### src/rtl/dot_prod_accum.sv
// Streaming multiply-accumulate back end: sums a run of 8-bit products into an ACC_W-bit result.
// Define DOT_PROD_SAT_EN to saturate on overflow instead of wrapping.
module dot_prod_accum #(
    parameter int ACC_W = 12,
    parameter int LEN_W = 4
) (
    input  logic             clk,
    input  logic             rst_n,
    input  logic             i_start,
    input  logic [LEN_W-1:0] i_len,
    output logic             o_busy,
    input  logic [7:0]       i_p_data,
    input  logic             i_p_valid,
    output logic             o_p_ready,
    output logic [ACC_W-1:0] o_acc_out,
    output logic             o_out_valid,
    input  logic             i_out_ready,
    output logic             o_ovf
);

    typedef enum logic [1:0] {
        S_IDLE = 2'd0,
        S_ACC  = 2'd1,
        S_HOLD = 2'd2
    } state_t;

    state_t           r_state;
    logic [ACC_W-1:0] r_acc;
    logic [LEN_W-1:0] r_count;
    logic             r_ovf;
    logic             r_busy;
    logic             r_p_ready;
    logic             r_out_valid;

    logic [ACC_W:0]   w_sum;
    logic             w_carry;
    logic [ACC_W-1:0] w_acc_next;
    logic             w_accept;

    // One extra bit of headroom so the carry-out doubles as the overflow indication.
    assign w_sum   = {1'b0, r_acc} + {{(ACC_W + 1 - 8){1'b0}}, i_p_data};
    assign w_carry = w_sum[ACC_W];

`ifdef DOT_PROD_SAT_EN
    // Once at all-ones, any non-zero add carries again, so the value sticks for the run.
    assign w_acc_next = w_carry ? {ACC_W{1'b1}} : w_sum[ACC_W-1:0];
`else
    assign w_acc_next = w_sum[ACC_W-1:0];
`endif

    assign w_accept = i_p_valid & r_p_ready;

    always_ff @(posedge clk or negedge rst_n) begin
        if (!rst_n) begin
            r_state     <= S_IDLE;
            r_acc       <= '0;
            r_count     <= '0;
            r_ovf       <= 1'b0;
            r_busy      <= 1'b0;
            r_p_ready   <= 1'b0;
            r_out_valid <= 1'b0;
        end else begin
            case (r_state)
                S_IDLE: begin
                    if (i_start) begin
                        r_acc  <= '0;
                        r_ovf  <= 1'b0;
                        r_busy <= 1'b1;
                        if (i_len != '0) begin
                            r_count   <= i_len;
                            r_p_ready <= 1'b1;
                            r_state   <= S_ACC;
                        end else begin
                            r_out_valid <= 1'b1;
                            r_state     <= S_HOLD;
                        end
                    end
                end
                S_ACC: begin
                    if (w_accept) begin
                        r_acc   <= w_acc_next;
                        r_count <= r_count - LEN_W'(1);
                        if (w_carry) begin
                            r_ovf <= 1'b1;
                        end
                        if (r_count == LEN_W'(1)) begin
                            r_p_ready   <= 1'b0;
                            r_out_valid <= 1'b1;
                            r_state     <= S_HOLD;
                        end
                    end
                end
                S_HOLD: begin
                    // A start arriving here is dropped; a new run must be requested from IDLE.
                    if (i_out_ready) begin
                        r_busy      <= 1'b0;
                        r_out_valid <= 1'b0;
                        r_state     <= S_IDLE;
                    end
                end
                default: begin
                    r_busy      <= 1'b0;
                    r_p_ready   <= 1'b0;
                    r_out_valid <= 1'b0;
                    r_state     <= S_IDLE;
                end
            endcase
        end
    end

    assign o_busy      = r_busy;
    assign o_p_ready   = r_p_ready;
    assign o_out_valid = r_out_valid;
    assign o_acc_out   = r_acc;
    assign o_ovf       = r_ovf;

endmodule

### config.mk
export PLATFORM = sky130hd
export DESIGN_NAME = dot_prod_accum
export DESIGN_NICKNAME = d
export VERILOG_FILES = /design/src/rtl/dot_prod_accum.sv
export SDC_FILE = /design/constraint.sdc
export NUM_CORES = 1
export LEC_CHECK = 0
export BUFFER_PORTS_ARGS = -buffer_cell sky130_fd_sc_hd__buf_2
export CAP_MARGIN = 0
export CORE_ASPECT_RATIO = 1.5
export CORE_MARGIN = 2
export CORE_UTILIZATION = 57
export DETAILED_ROUTE_END_ITERATION = 16
export PLACE_DENSITY_LB_ADDON = 0.25
export RECOVER_POWER = 25
export SLEW_MARGIN = 20
export SYNTH_ARGS = -nofsm -noshare
export SYNTH_HDL_FRONTEND = slang
export SYNTH_SLANG_ARGS = --single-unit
### constraint.sdc
create_clock -name clk -period 4.5 [get_ports clk]
set_input_delay 0.9 -clock clk [delete_from_list [all_inputs] [get_ports clk]]
set_output_delay 0.9 -clock clk [all_outputs]
set_load 0.03 [all_outputs]
== After elaboration in Yosys (flattened, before gate mapping) ==
Cells that the tools add are included.
Widths: inputs -> output; s select.

* Flip-flop bits (word level): 22
* Input bits: 17
* Output and inout bits: 16

* $add $sub $neg: 2
* Equality and inequality tests: 10
* Mux-type cells: 30
* Bitwise operators: 3
* Reductions and logical operators: 10

{| class="wikitable"
|+ Operators with widths
! operator !! count
|-
| $mux 12 || 2
|-
| $pmux 12 s2 || 1
|-
| $ne 2x2->1 const B || 7
|-
| $add 12x8->13 || 1
|-
| $mux 1 || 13
|-
| $mux 4 || 3
|-
| $reduce_and 4->1 || 3
|-
| $mux 2 || 5
|-
| $reduce_and 5->1 || 2
|-
| $pmux 1 s3 || 3
|-
| $pmux 4 s2 || 1
|-
| $pmux 2 s3 || 1
|-
| $reduce_and 3->1 || 2
|-
| $eq 4x1->1 const B || 1
|-
| $reduce_bool 4->1 || 1
|-
| $sub 4x1->4 const B || 1
|-
| $eq 2x1->1 const B || 1
|-
| $eq 2x2->1 const B || 1
|-
| $logic_not 2->1 || 1
|-
| $not 1->1 || 2
|-
| $pmux 1 s2 || 1
|-
| $reduce_bool 2->1 || 1
|-
| $and 1x1->1 || 1
|}

== Longest topological paths before layout ==
* Word-level depth: 4
* Gate-level depth with buffers: 7
* Mapped depth without buffers: 7

== Worst setup path before layout ==
No wires, ideal clock.

* Path kind: input port to flip-flop
* From: input port i_p_data[0]
* To: register r_ovf, in the netlist o_ovf
* Arrival: 2.484 ns
* Slack: 1.897 ns
* Cell stages on the path: 7
* Buffers on the path: 0
* Path through: ha_1 fa_1 a21o_1 a21oi_1 o31a_1 and4bb_2 o21a_1

* Cells in the longest elaborated chain, start to end: 3

{| class="wikitable"
|+ RTL lines
! item !! RTL line !! RTL
|-
| start, declared || 12 || <nowiki>input logic [7:0] i_p_data,</nowiki>
|-
| $add 12x8->13 || 41 || <nowiki>assign w_sum = {1'b0, r_acc} + {{(ACC_W + 1 - 8){1'b0}}, i_p_data};</nowiki>
|-
| $ne 2x2->1 (no line) || -- ||
|-
| $reduce_and 4->1 (no line) || -- ||
|-
| end signal, assigned || 58 || <nowiki>r_ovf <= 1'b0;</nowiki>
|-
| end signal, assigned || 67 || <nowiki>r_ovf <= 1'b0;</nowiki>
|-
| end signal, assigned || 84 || <nowiki>r_ovf <= 1'b1;</nowiki>
|-
| end, declared || 30 || <nowiki>logic r_ovf;</nowiki>
|}

No other way between the ends.
A chain may end at the register's enable or synchronous reset.

== Final worst setup path ==
Ends and elaborated chain as after synthesis.

==> flow_summary.toml <==
[run_status]
run_status = "complete, no violations"

[detailed_routing]
highest_layer = "met4"
wl_met3_um = 86
dr.pass1.iters = 4
drtAntennaViolNets = 0
met2_length_um = 1580
wl_met1_um = 1150
vias = 1213
wire_per_inst_um = 14.1
drc = 0
wirelength_um = 2900
drt_iter0_drc = 25
via_per_inst = 5.89

[global_route]
grt_pass1_vias = 1220
overflow = 0
track_usage_pct = 22.9
antenna_found_initial = 0
grt_pass1_wl_um = 4930
grt_max_degree = 23

[floorplan]
io_pins = 33
die_h_um = 64.6
core_um2 = 2390
start_util_pct = 58.2
rows = 22
chipWidth_um = 44.4
dieArea_um2 = 2870

[critical_path]
start_kind = "primary input"
critPathBufInv = 1
crit_slowest_cell = "fa_1"
cp_max_fo = 5
path_delay_family = "compound AO/OA/AOI/OAI gates"
worstPathArrival_ps = 2740
cp-end-kind = "flop"
path_cells = "buf_2, ha_1, fa_1, a21o_1, a21oi_1, o31a_1, and4bb_2, o21a_1"
slowest_delay_ps = 420
crit_required_ps = 4710
setup.worst_path.class = "in -> reg"

[sta]
finalSetupTns_ps = 0
fin_crit_sh_pct = 56.1
tightest_slew_ps = 1210
slew_headroom_pct = 19.3
fin_ws_ps = 1980
skew_ps = 7.43
post-route-min-period_ps = 2520
rsz0062_at_grt = "false"
hold_violations = 0
timing.fmax_mhz = 396
drv_slew = 0
setup_viol = 0

[power]
power.leakage_nw = 0.790
p_per_area_nw_per_um2 = 575
ir_drop_uv = 378

[synth]
synth_cells = 150
synth-edff-count = 0
yosysWarnings = 0
ys_async_sr_fraction_pct = 100
yosysSeqAreaShare_pct = 39.5
ys.flop_type = "dfrtp_1"
synth.avg_cell_area_um2 = 9.29
synth.distinct_cells = 38
syn_area_um2 = 1390
synth_nets = 178
synth_seq_cells = 22

[clock_network]
numCtsBuffers = 3
clk_latency_ps = 320
cts_num_sinks = 22
cts-htree-levels = 1
ctsLongestPathBuffers = 2
postCtsSetupBuffers = 0
cts_hold_buffers = 0
clk_pin_slew_ps = 120
clockRootBuffer = "clkbuf_4"
cts-resized-gates = 0
cts_tree = "built"

[place]
placed_cells = 202
dpl_worst_slack_ps = 1630
io_buffers = 32
place_hpwl_um = 2270
place_congestion = 0.841

[finish]
final_cells = 206
finalNetCount = 211
drive_above_1_share_pct = 22.0
antenna_cells = 0
layout.cells.most_common = "buf_2"
postLayoutCoreUtil_pct = 66.6
area_delta_synth_final_pct = 14.5
final_cell_mix = "buf_2, o21ai_0, dfrtp_1"

[job]
maxCapViolations = 0

[hold_path]
hold_path.class = "reg -> reg"
## logic make-up (layout without fill, tap and decap cells)
logic type / count (synthesis) / after routing / share of synthesized area [%]
XOR/XNOR: 5 / 5 / 3.14
AND/OR/NAND/NOR: 48 / 48 / 19.5
AO/OA/AOI/OAI: 55 / 55 / 24.4
adder cells (fa/ha/maj): 11 / 11 / 10.4
buffers and inverters: 9 / 41 / 3.05
flip-flops: 22 / 22 / 39.5
## state kept, by name, summed over array words and instances (netlist names)
| name | cells |
|---|---|
| o_p_ready | 1 |
| o_ovf | 1 |
| o_acc_out | 12 |
| o_out_valid | 1 |
| o_busy | 1 |
| r_state | 2 |
| r_count | 4 |
## path summary, 6_finish.rpt
path | end | cells after the start | slack (ps) | start
worst max-delay path | o_ovf | 8 | 1980 | i_p_data[0]
worst min-delay path | o_out_valid | 1 | 510 | o_out_valid
worst max register to register | o_ovf | 7 | 2240 | o_acc_out[0]
worst min register to register | o_out_valid | 1 | 510 | o_out_valid
max in group asynchronous | r_count[2] | 1 | 2980 | rst_n
min in group asynchronous | o_acc_out[1] | 1 | 800 | rst_n
## metal layers
| layer | GRT usage, % | vias up |
|---|---|---|
| li1 | - | 614 |
| met1 | 24.7 | 562 |
| met2 | 41.5 | 30 |
| met3 | 1.95 | 7 |
| met4 | 13.3 | 0 |
| met5 | 0 | - |
## worst register-to-register path, stage by stage, from the launching register on
cell and delay, ps:
dfrtp_1 410, ha_1 230, fa_1 420, a21o_1 180
a21oi_1 250, o31a_1 260, and4bb_2 250, o21a_1 170
## cell usage after synthesis (all sizes together), types with 2 or more instances
library cell,instances,area [µm²]
dfrtp,22,551
nor2b,3,18.8
nor2,7,26.3
a21oi,13,65.1
o211ai,3,22.5
xnor2,2,17.5
o21ai,22,110
a21o,3,22.5
buf,2,16.3
o31ai,3,36.3
xor2,3,26.3
or3,4,25.0
nand2,18,75.1
nand3,4,20.0
clkbuf,2,7.51
ha,10,125
o21a,4,30.0
inv,5,18.8
nor3,3,15.0
a211oi,2,15.0
## final cells by class
type / instances / area (µm²)
multi-input cells: 119 / 801
fillers: 196 / 800
flip-flops and latches: 22 / 551
repair buffers: 32 / 159
clock buffers: 4 / 36.3
well taps: 24 / 30.0
inverters: 5 / 18.8
## power by group
part | total, mW | switching, mW | internal [mW] | leakage [nW]
clock | 0.111 | 0.0610 | 0.0495 | 0.0210
combinational | 0.466 | 0.289 | 0.177 | 0.483
sequential | 0.341 | 0.0793 | 0.261 | 0.285
total | 0.917 | 0.429 | 0.488 | 0.790
## stage by stage
stage | hold slack, ps | power, mW | area, µm²
CTS | 520 | 0.922 | 1600
detailed placement | 491 | 0.812 | 1560
finish | 515 | 0.917 | 1600
global placement | 470 | 0.794 | 1560
global route | 526 | 0.994 | 1600
floorplan | 471 | 0.703 | 1390
Power figures use the tool's default switching activity.
